### src/rtl/ifu_fetch.sv
// PC register and instruction-fetch sequencer: fetches the word at pc over a
// req/rvalid handshake, hands it to decode, then loads the supplied next PC.
module ifu_fetch #(
    parameter logic [31:0] RESET_PC = 32'h0000_3000,
    parameter logic [31:0] IM_BASE  = 32'h0000_3000,
    parameter logic [31:0] IM_LIMIT = 32'h0000_6FFC,
    parameter int unsigned TIMEOUT  = 16
) (
    input  logic        clk,
    input  logic        reset,
    input  logic [31:0] pc_next,
    output logic        imem_req,
    output logic [31:0] imem_addr,
    input  logic        imem_rvalid,
    input  logic [31:0] imem_rdata,
    output logic        instr_valid,
    input  logic        instr_ready,
    output logic [31:0] pc,
    output logic [31:0] instr,
    output logic        fetch_err,
    output logic [1:0]  err_code,
    output logic [31:0] err_pc
);

    localparam int unsigned   CW       = (TIMEOUT > 1) ? $clog2(TIMEOUT) : 1;
    localparam logic [CW-1:0] CNT_LAST = CW'(TIMEOUT - 1);

    typedef enum logic [2:0] {
        S_IDLE,
        S_REQ,
        S_WAIT,
        S_HOLD,
        S_ERR
    } state_t;

    typedef enum logic [1:0] {
        E_NONE     = 2'd0,
        E_MISALIGN = 2'd1,
        E_RANGE    = 2'd2,
        E_TIMEOUT  = 2'd3
    } err_t;

    state_t        state_q, state_d;
    logic [31:0]   pc_q, pc_d;
    logic [31:0]   instr_q, instr_d;
    err_t          err_code_q, err_code_d;
    logic [31:0]   err_pc_q, err_pc_d;
    logic [CW-1:0] cnt_q, cnt_d;
    err_t          chk_pc, chk_next;

    // Misalignment is reported ahead of range so a bad low-bit jump is never masked.
    function automatic err_t addr_check(input logic [31:0] a);
        err_t res;
        res = E_NONE;
        if (a[1:0] != 2'b00) begin
            res = E_MISALIGN;
        end else if ((a < IM_BASE) || (a > IM_LIMIT)) begin
            res = E_RANGE;
        end
        return res;
    endfunction

    assign chk_pc   = addr_check(pc_q);
    assign chk_next = addr_check(pc_next);

    always_ff @(posedge clk) begin
        if (reset) begin
            state_q    <= S_IDLE;
            pc_q       <= RESET_PC;
            instr_q    <= '0;
            err_code_q <= E_NONE;
            err_pc_q   <= '0;
            cnt_q      <= '0;
        end else begin
            state_q    <= state_d;
            pc_q       <= pc_d;
            instr_q    <= instr_d;
            err_code_q <= err_code_d;
            err_pc_q   <= err_pc_d;
            cnt_q      <= cnt_d;
        end
    end

    always_comb begin
        state_d    = state_q;
        pc_d       = pc_q;
        instr_d    = instr_q;
        err_code_d = err_code_q;
        err_pc_d   = err_pc_q;
        cnt_d      = cnt_q;
        case (state_q)
            S_IDLE: begin
                if (chk_pc != E_NONE) begin
                    state_d    = S_ERR;
                    err_code_d = chk_pc;
                    err_pc_d   = pc_q;
                end else begin
                    state_d = S_REQ;
                end
            end
            S_REQ: begin
                state_d = S_WAIT;
                cnt_d   = '0;
            end
            S_WAIT: begin
                // A response on the last counted cycle still beats the timeout.
                if (imem_rvalid) begin
                    instr_d = imem_rdata;
                    state_d = S_HOLD;
                end else if (cnt_q == CNT_LAST) begin
                    state_d    = S_ERR;
                    err_code_d = E_TIMEOUT;
                    err_pc_d   = pc_q;
                end else begin
                    cnt_d = cnt_q + CW'(1);
                end
            end
            S_HOLD: begin
                if (instr_ready) begin
                    pc_d = pc_next;
                    if (chk_next != E_NONE) begin
                        state_d    = S_ERR;
                        err_code_d = chk_next;
                        err_pc_d   = pc_next;
                    end else begin
                        state_d = S_REQ;
                    end
                end
            end
            S_ERR: begin
                state_d = S_ERR;
            end
            default: begin
                state_d = S_IDLE;
            end
        endcase
    end

    assign imem_req    = (state_q == S_REQ);
    assign instr_valid = (state_q == S_HOLD);
    assign fetch_err   = (state_q == S_ERR);
    assign imem_addr   = pc_q;
    assign pc          = pc_q;
    assign instr       = instr_q;
    assign err_code    = err_code_q;
    assign err_pc      = err_pc_q;

endmodule

### config.mk
export PLATFORM = sky130hd
export DESIGN_NAME = ifu_fetch
export DESIGN_NICKNAME = d
export VERILOG_FILES = /design/src/rtl/ifu_fetch.sv
export SDC_FILE = /design/constraint.sdc
export NUM_CORES = 1
export LEC_CHECK = 0
export CAP_MARGIN = 5
export CORE_UTILIZATION = 39
export CTS_CLUSTER_DIAMETER = 150
export CTS_CLUSTER_SIZE = 14
export DETAILED_ROUTE_END_ITERATION = 10
export HOLD_SLACK_MARGIN = 0.15
export PLACE_DENSITY = 0.77
export SYNTH_ARGS = -nofsm -noshare
export SYNTH_HDL_FRONTEND = slang
export SYNTH_SLANG_ARGS = --single-unit
### constraint.sdc
create_clock -name clk -period 1.9 [get_ports clk]
set_input_delay 0.38 -clock clk [delete_from_list [all_inputs] [get_ports clk]]
set_output_delay 0.38 -clock clk [all_outputs]
set_load 0.005 [all_outputs]
==> results of run 1 <==
-- per-layer routing --
layer	vias up	wire, µm	global-route usage
met5	-	0	0
li1	2534	-	-
met1	2657	6870	0.274
met3	71	1300	0.0717
met4	0	731	0.0939
met2	274	9520	0.446
-- final timing paths --
path | from | endpoint | depth (start not counted) | slack, ps
worst max register to register | imem_addr[14]$_SDFFE_PP0P_ | err_pc[27]$_SDFFE_PP0P_ | 7 | -170
worst max-delay path | imem_addr[14]$_SDFFE_PP0P_ | err_pc[27]$_SDFFE_PP0P_ | 7 | -170
worst min register to register | instr[0]$_SDFFE_PP0P_ | instr[0]$_SDFFE_PP0P_ | 2 | 460
worst min-delay path | reset | err_pc[1]$_SDFFE_PP0P_ | 2 | 400
-- logic make-up (layout without fill, tap and decap cells) --
group / count (synthesis) / count (layout) / synth area share
compound gates: 150 / 150 / 0.182
xor+xnor: 1 / 1 / 0.00181
fa+ha+maj: 1 / 1 / 0.00258
buf+inv: 87 / 339 / 0.105
flops: 105 / 105 / 0.434
mux: 34 / 34 / 0.0705
other cells: 0 / 3 / 0
simple gates: 209 / 209 / 0.204
-- power groups by stage --
stage | combinational [mW] | clock [mW] | sequential (mW)
CTS | 3.40 | 2.31 | 2.51
global route | 5.09 | 2.39 | 2.55
finish | 4.92 | 2.28 | 2.53
floorplan | 1.61 | 0 | 2.55
detailed placement | 2.73 | 0 | 2.55
global placement | 2.62 | 0 | 2.54
-- sequential cells by signal (all words and copies together) (netlist names) --
name       flops
cnt_q          4
state_q        3
err_code       2
instr         32
imem_addr     32
err_pc        32
-- final cells by class --
type                            instances  share of cell area
Antenna cell                            3            0.000886
Clock buffer                           10              0.0282
Clock inverter                          5              0.0151
Inverter                                4             0.00207
Multi-Input combinational cell        395               0.307
Sequential cell                       105               0.250
Tap cell                              168              0.0248
Timing Repair Buffer                  320               0.372
-- repair_timing --
item                       in CTS  in global routing
gates resized for setup        68                 76
setup buffers                  20                 10
pin swaps                      35                 44
setup endpoints to repair      39                 38
cloned                          3                  5
-- critical path, stage by stage (launching register included) --
cell and delay, ps:
dfxtp_2 330, and3b_1 170, o211ai_1 410, nor4_4 70
buf_6 170, buf_12 140, or4_1 530, a21oi_1 170
-- cell usage after synthesis (all sizes together), types with 2 or more instances --
cell	n
a21boi	2
a21oi	98
a31oi	2
and3b	2
buf	52
clkbuf	31
dfxtp	105
inv	4
mux2i	33
nand2	135
nand3	2
nand3b	2
nor2	12
nor3	5
nor3b	2
nor4	8
o2111ai	2
o211ai	2
o21a	2
o21ai	2
o31ai	34
or3	3
or4	32
-- per-stage QoR --
step	area (µm²)	worst slack (ps)
after floorplan	4870	-50.4
final	8470	-168
after global placement	7320	-633
after CTS	8060	-90.1
after global routing	8470	-234
after detailed placement	7320	-660
==> flow_summary_export.csv, run 1 <==
group,metric,value,unit
cts,clk_pin_slew,70,ps
cells_and_area,drive_gt1_frac,0.260,
die,coreArea,0.0121,mm²
timing,relSlewSlack,0.671,
timing,setup_viol,35,
routing,routed_wl,18.4,mm
synthesis,yosysUniqueCellTypes,42,
grt,antenna_found_initial,3,
timing,drv_slew,0,
synthesis,synthTopCellsByArea,"dfxtp_1, nand2_1, a21oi_1",
power_and_ir_drop,comb_power_share,0.506,
cells_and_area,syn_to_final_growth,74.8,%
synthesis,netlist_instances,587,
cts,htree_levels,3,
timing,setup_tns,-4250,ps
setup_path,path_class,"flop to flop",
cts,cts_tree,"done",
cells_and_area,regArea,0.00211,mm²
synthesis,syn_avg_cell_area,8.26,µm²
power_and_ir_drop,switching_share,0.336,
cells_and_area,layout_common_cells,"clkdlybuf4s50_1, nand2_1, dfxtp_1",
timing,fin_skew,8.44,ps
placed_design,portBuffers,200,
synthesis,syn-num-nets,656,
cts,cts_sinks,105,
setup_path,crit_path_end_kind,"flop",
cells_and_area,n_fill_cell,866,
die,io_pins,201,
timing,min_period,2070,ps
synthesis,synth_flop_cell,"dfxtp_1",
power_and_ir_drop,power,9.73,mW
synthesis,synth_top_area_cell,"dfxtp_1",
die,die_w,113,µm
setup_path,crit_fanout,7,
routing,drc,0,
job,maxCapViolCount,0,
cts,ctsHoldBuffers,0,
routing,via_count,5536,
synthesis,synth_edf_count,0,
cells_and_area,final_cells,1010,
placed_design,dpl.hpwl,11.2,mm
cts,cts_buffer_depth,2,
power_and_ir_drop,max-vdd-ir-drop,0.794,mV
setup_path,critPathRequiredTime,2180,ps
min_path,worstHoldPathType,"primary input to flop",
routing,detail-route-antenna-nets,0,
timing,rsz0062_at_grt,"yes",
power_and_ir_drop,power_density,1150,mW/mm²
timing,worst_pin_slew,492,ps
grt,overflow,0,
power_and_ir_drop,p_leak,3.08,nW
grt,track_usage,0.247,
placed_design,dp.cells,957,
grt,grt_pass1_vias,5151,
outcome,status,"finished with violations",
synthesis,ys.warnings.count,0,
outcome,violations,"negative setup slack",
cts,cts_buffers,9,
timing,fmax,0.484,GHz
cells_and_area,nets,904,
synthesis,ys_ff_latch,105,
setup_path,cp-start-kind,"flop",
cts,cts.root.buffer_cell,"clkbuf_16",
routing,avgViaCountPerCell,5.48,
timing,setup_ws,-168,ps
cells_and_area,post-route-util,0.702,
grt,grt_pass1_wl,25.3,mm
power_and_ir_drop,seqPwrFrac,0.260,
die,dieArea,0.0129,mm²
cts,insertion_delay,350,ps
routing,wl_per_cell,18.2,µm
grt,grt_start_max_net_pins,35,
cells_and_area,multiInputGateArea,0.00260,mm²
routing,drt_iter0_markers,362,
placed_design,gp_congestion,0.838,
die,start_util,0.402,
power_and_ir_drop,clockPowerShare,0.234,
timing,finalHoldViolations,0,
power_and_ir_drop,p_sw,3.27,mW
die,rows,40,
synthesis,syn_area,0.00485,mm²
synthesis,synth_top_cell_area_share,0.434,
setup_path,crit_arrival,2340,ps
power_and_ir_drop,p_int,6.46,mW
die,fp.dieH,113,µm
synthesis,async_flop_share,0,
synthesis,synth.yosys.seq_area_share,0.434,
routing,first_pass_iters,6,
timing,period_share,1.09,
timing,holdWs,405,ps
cells_and_area,final_common_cell,"clkdlybuf4s50_1",
No activity file was read; power rests on OpenSTA's default activity.
==> run 2, diff against run 1 <==
- PLACE_DENSITY: 0.77 -> default
- PLACE_DENSITY_LB_ADDON: default -> 0.15
==> run 2 against run 1 <==
Compared with the run above: register-to-register slack improved by 50 ps; setup slack improved by 52 ps; count of clock-buffer cells in the layout increased by 3; the run still ends with negative setup slack left; clock power decreased by 9.6%; core utilization decreased by 0.13 points; wire length decreased by 12%; worst hold slack improved by 9.3 ps; sequential power about the same.
==> flow_summary_export.csv, run 2 (synthesis results as in run 1) <==
group,metric,value,unit
outcome,status,"finished with violations",
outcome,violations,"negative setup slack",
cts,cts_sinks,105,
min_path,worstHoldPathType,"primary input to flop",
grt,antenna_found_initial,0,
placed_design,dpl.hpwl,10.8,mm
cells_and_area,final_cells,992,
grt,grt_pass1_vias,4913,
job,maxCapViolCount,0,
placed_design,dp.cells,956,
die,rows,40,
cells_and_area,final_common_cell,"clkdlybuf4s50_1",
grt,grt_start_max_net_pins,44,
power_and_ir_drop,p_leak,2.93,nW
power_and_ir_drop,power_density,1100,mW/mm²
cts,cts_buffers,9,
timing,relSlewSlack,0.731,
power_and_ir_drop,power,9.33,mW
die,die_w,113,µm
setup_path,crit_arrival,2290,ps
setup_path,path_class,"flop to flop",
timing,drv_slew,0,
placed_design,dp_slack,-584,ps
placed_design,portBuffers,200,
grt,overflow,0,
routing,avgViaCountPerCell,5.26,
setup_path,crit_path_end_kind,"flop",
timing,holdWs,414,ps
die,fp.dieH,113,µm
cells_and_area,layout_common_cells,"clkdlybuf4s50_1, nand2_1, dfxtp_1",
routing,detail-route-antenna-nets,0,
timing,period_share,1.06,
cts,clk_pin_slew,70,ps
grt,grt_pass1_wl,24.2,mm
cts,cts_buffer_depth,2,
die,start_util,0.402,
routing,drt_iter0_markers,296,
die,coreArea,0.0121,mm²
die,io_pins,201,
setup_path,cp-start-kind,"flop",
timing,setup_viol,33,
routing,wl_per_cell,16.4,µm
cts,cts_tree,"done",
routing,first_pass_iters,4,
placed_design,gp_congestion,0.871,
die,dieArea,0.0129,mm²
timing,rsz0062_at_grt,"yes",
power_and_ir_drop,max-vdd-ir-drop,0.769,mV
routing,drc,0,
timing,fmax,0.496,GHz
timing,fin_skew,11.9,ps
routing,routed_wl,16.3,mm
cells_and_area,syn_to_final_growth,74.5,%
timing,setup_ws,-116,ps
cells_and_area,antenna_cells,0,
cells_and_area,drive_gt1_frac,0.238,
cts,cts.root.buffer_cell,"clkbuf_16",
cts,ctsHoldBuffers,0,
cts,insertion_delay,350,ps
timing,min_period,2020,ps
timing,finalHoldViolations,0,
cts,htree_levels,3,
grt,track_usage,0.236,
cells_and_area,nets,889,
timing,worst_pin_slew,401,ps
routing,via_count,5215,
setup_path,critPathRequiredTime,2170,ps
setup_path,crit_fanout,14,
## run 2: changes by cell type in the layout (fill, tap and decap cells not counted), sizes merged
cell and change:
buf -14, bufinv -2, clkbuf -1, clkdlybuf4s15 +2, clkdlybuf4s50 +8, clkinvlp -1, diode -3, dlygate4sd2 -9
dlymetal6s2s +2
## run 2: layer usage
metal  vias to the layer above  track usage  share of wire
met5                         -            0              0
met3                        28       0.0712          0.069
met4                         0       0.0728          0.022
met1                      2492        0.278           0.40
li1                       2509            -              -
met2                       186        0.409           0.51
## run 2: worst paths after layout
kind | from | to | slack (ps) | cells after the start
max | state_q[1]$_SDFFE_PP0P_ | err_pc[14]$_SDFFE_PP0P_ | -120 | 6
min | reset | err_pc[6]$_SDFFE_PP0P_ | 410 | 2
max reg2reg | state_q[1]$_SDFFE_PP0P_ | err_pc[14]$_SDFFE_PP0P_ | -120 | 6
min reg2reg | instr[8]$_SDFFE_PP0P_ | instr[8]$_SDFFE_PP0P_ | 450 | 2
## run 2: timing repair
item	4_1_cts	5_1_grt
pin swaps	31	10
cloned	2	4
resized for setup	66	63
setup buffers	11	5
setup endpoints to repair	39	37
## run 2: layout make-up
class / count / area (µm²)
clock buffers: 13 / 270
clock inverters: 2 / 60.1
fillers: 922 / 3610
inverters: 4 / 17.5
multi-input cells: 395 / 2740
flip-flops and latches: 105 / 2110
well taps: 168 / 210
repair buffers: 305 / 3050
## run 2: metrics by stage
step | utilization | area [µm²] | setup TNS [ps]
floorplan | - | 4870 | -721
global placement | 0.607 | 7320 | -18710
detailed placement | 0.607 | 7320 | -19060
CTS | 0.665 | 8020 | -1460
global route | 0.701 | 8460 | -4060
finish | 0.701 | 8460 | -2080
## run 2: where the power goes
group / internal [mW] / switching, mW
Combinational: 2.36 / 2.37
Clock: 1.26 / 0.800
Sequential: 2.39 / 0.153
## run 2: critical path, cell delays in order (launching register included)
cell	delay [ps]
dfxtp_4	370
or3b_4	250
a31oi_4	30
or3_4	410
buf_12	170
or4_1	530
a21oi_1	180
==> run 3, diff against run 2 <==
- SKIP_LAST_GASP: default -> 1
- SLEW_MARGIN: default -> 20
==> run 3 against run 2 <==
Compared with the run above: cell area is essentially flat; largest cell class unchanged; highest routed layer unchanged; register-to-register slack is essentially flat; core utilization is essentially flat; count of clock-buffer cells in the layout is the same; sequential cell count is the same; the run still ends with negative setup slack left; critical path depth grew 1; non-clock buffer count grew 2; global-route usage is essentially flat; clock skew grew 2.0 ps.
==> flow_summary_export.csv, run 3 (synthesis results as in run 1) <==
group,metric,value,unit
grt,track_usage,0.235,
routing,drc,0,
cells_and_area,antenna_cells,0,
outcome,status,"finished with violations",
timing,fin_skew,13.9,ps
timing,fmax,0.498,GHz
die,rows,40,
cts,htree_levels,3,
grt,grt_start_max_net_pins,44,
cts,cts.root.buffer_cell,"clkbuf_16",
setup_path,worstReg2RegEnd,"err_pc[23]$_SDFFE_PP0P_",
timing,setup_ws,-107,ps
timing,setup_tns,-2100,ps
cts,cts_tree,"done",
routing,drt_iter0_markers,315,
cts,insertion_delay,350,ps
placed_design,dpl.hpwl,10.8,mm
cells_and_area,syn_to_final_growth,74.4,%
timing,worst_pin_slew,438,ps
setup_path,crit_path_end_kind,"flop",
grt,grt_pass1_vias,4913,
setup_path,crit_fanout,22,
setup_path,path_class,"flop to flop",
cells_and_area,nets,891,
setup_path,crit_arrival,2290,ps
cts,cts_buffer_depth,2,
placed_design,gp_congestion,0.871,
routing,first_pass_iters,5,
timing,min_period,2010,ps
routing,routed_wl,16.3,mm
timing,holdWs,412,ps
power_and_ir_drop,max-vdd-ir-drop,0.773,mV
die,fp.dieH,113,µm
cells_and_area,fin_area,0.00845,mm²
routing,detail-route-antenna-nets,0,
min_path,worstHoldPathType,"primary input to flop",
timing,rsz0062_at_grt,"yes",
timing,finalHoldViolations,0,
routing,avgViaCountPerCell,5.23,
cells_and_area,drive_gt1_frac,0.231,
setup_path,r2r_setup_slack,-110,ps
cells_and_area,layout_common_cells,"clkdlybuf4s50_1, nand2_1, dfxtp_1",
die,io_pins,201,
setup_path,crit_path_end,"err_pc[23]$_SDFFE_PP0P_",
timing,relSlewSlack,0.705,
timing,drv_slew,0,
cells_and_area,multiInputGateArea,0.00271,mm²
die,die_w,113,µm
setup_path,reg2reg_from,"imem_addr[12]$_SDFFE_PP1P_",
grt,grt_pass1_wl,24.2,mm
routing,via_count,5203,
setup_path,critPathRequiredTime,2180,ps
cts,clk_pin_slew,70,ps
power_and_ir_drop,p_leak,2.95,nW
cells_and_area,regArea,0.00212,mm²
placed_design,portBuffers,200,
cells_and_area,n_fill_cell,925,
die,dieArea,0.0129,mm²
cts,cts_buffers,9,
cts,ctsHoldBuffers,0,
placed_design,postPlaceCellArea,0.00732,mm²
outcome,violations,"negative setup slack",
grt,antenna_found_initial,0,
power_and_ir_drop,power_density,1100,mW/mm²
setup_path,worstSetupStartpoint,"imem_addr[12]$_SDFFE_PP1P_",
timing,setup_viol,33,
routing,wl_per_cell,16.4,µm
grt,overflow,0,
die,coreArea,0.0121,mm²
cells_and_area,final_cells,994,
die,start_util,0.402,
placed_design,dp.cells,956,
setup_path,r2r_cells,7,
placed_design,dp_slack,-584,ps
job,maxCapViolCount,0,
cts,cts_sinks,105,
cells_and_area,final_common_cell,"clkdlybuf4s50_1",
setup_path,cp-start-kind,"flop",
timing,period_share,1.06,
-- run 3: per-stage QoR --
| stage | power (mW) | utilization |
|---|---|---|
| final | 9.30 | 0.701 |
| after global routing | 9.67 | 0.701 |
| after CTS | 8.11 | 0.665 |
| after detailed placement | 5.29 | 0.607 |
| after global placement | 5.19 | 0.607 |
| after floorplan | 4.16 | - |
-- run 3: repair_timing --
item                       4_1_cts  5_1_grt
gates resized for setup         65       59
buffers inserted                11        6
gates cloned                     2        4
setup endpoints to repair       39       38
pin swaps                       31       10
-- run 3: layout make-up --
type,instances,area share
clock buffer,13,0.0320
multi-input combinational,395,0.321
sequential,105,0.250
tap,168,0.0249
inverter,4,0.00207
timing repair buffer,307,0.363
clock inverter,2,0.00710
-- run 3: report_power, final --
group | switching (mW) | internal [mW]
Clock | 0.807 | 1.26
Sequential | 0.152 | 2.39
Combinational | 2.34 | 2.34
Total | 3.30 | 5.99
-- run 3: how the worst min path moves through the flow --
stage                                start                     end  cells after the start  slack, ps
floorplan            cnt_q[1]$_SDFFE_PP0P_   cnt_q[1]$_SDFFE_PP0P_                      2        450
finish                               reset  err_pc[6]$_SDFFE_PP0P_                      2        410
detailed placement  instr[21]$_SDFFE_PP0P_  instr[21]$_SDFFE_PP0P_                      2        450
global route                         reset  err_pc[6]$_SDFFE_PP0P_                      2        400
global placement    instr[21]$_SDFFE_PP0P_  instr[21]$_SDFFE_PP0P_                      2        440
CTS                                  reset  err_pc[6]$_SDFFE_PP0P_                      2        390
-- run 3: routing by layer --
| layer | vias to the layer above | global-route usage | wire (µm) |
|---|---|---|---|
| li1 | 2517 | - | - |
| met4 | 0 | 0.0719 | 259 |
| met2 | 175 | 0.409 | 8310 |
| met1 | 2488 | 0.278 | 6710 |
| met3 | 23 | 0.0712 | 1070 |
| met5 | - | 0 | 0 |
-- run 3: worst max-delay path: stages, from the launching register on --
cell,delay (ps)
dfxtp_2,340
and3b_1,180
o211ai_1,350
nor4_4,60
buf_6,160
buf_8,180
or4_1,500
a21oi_1,170
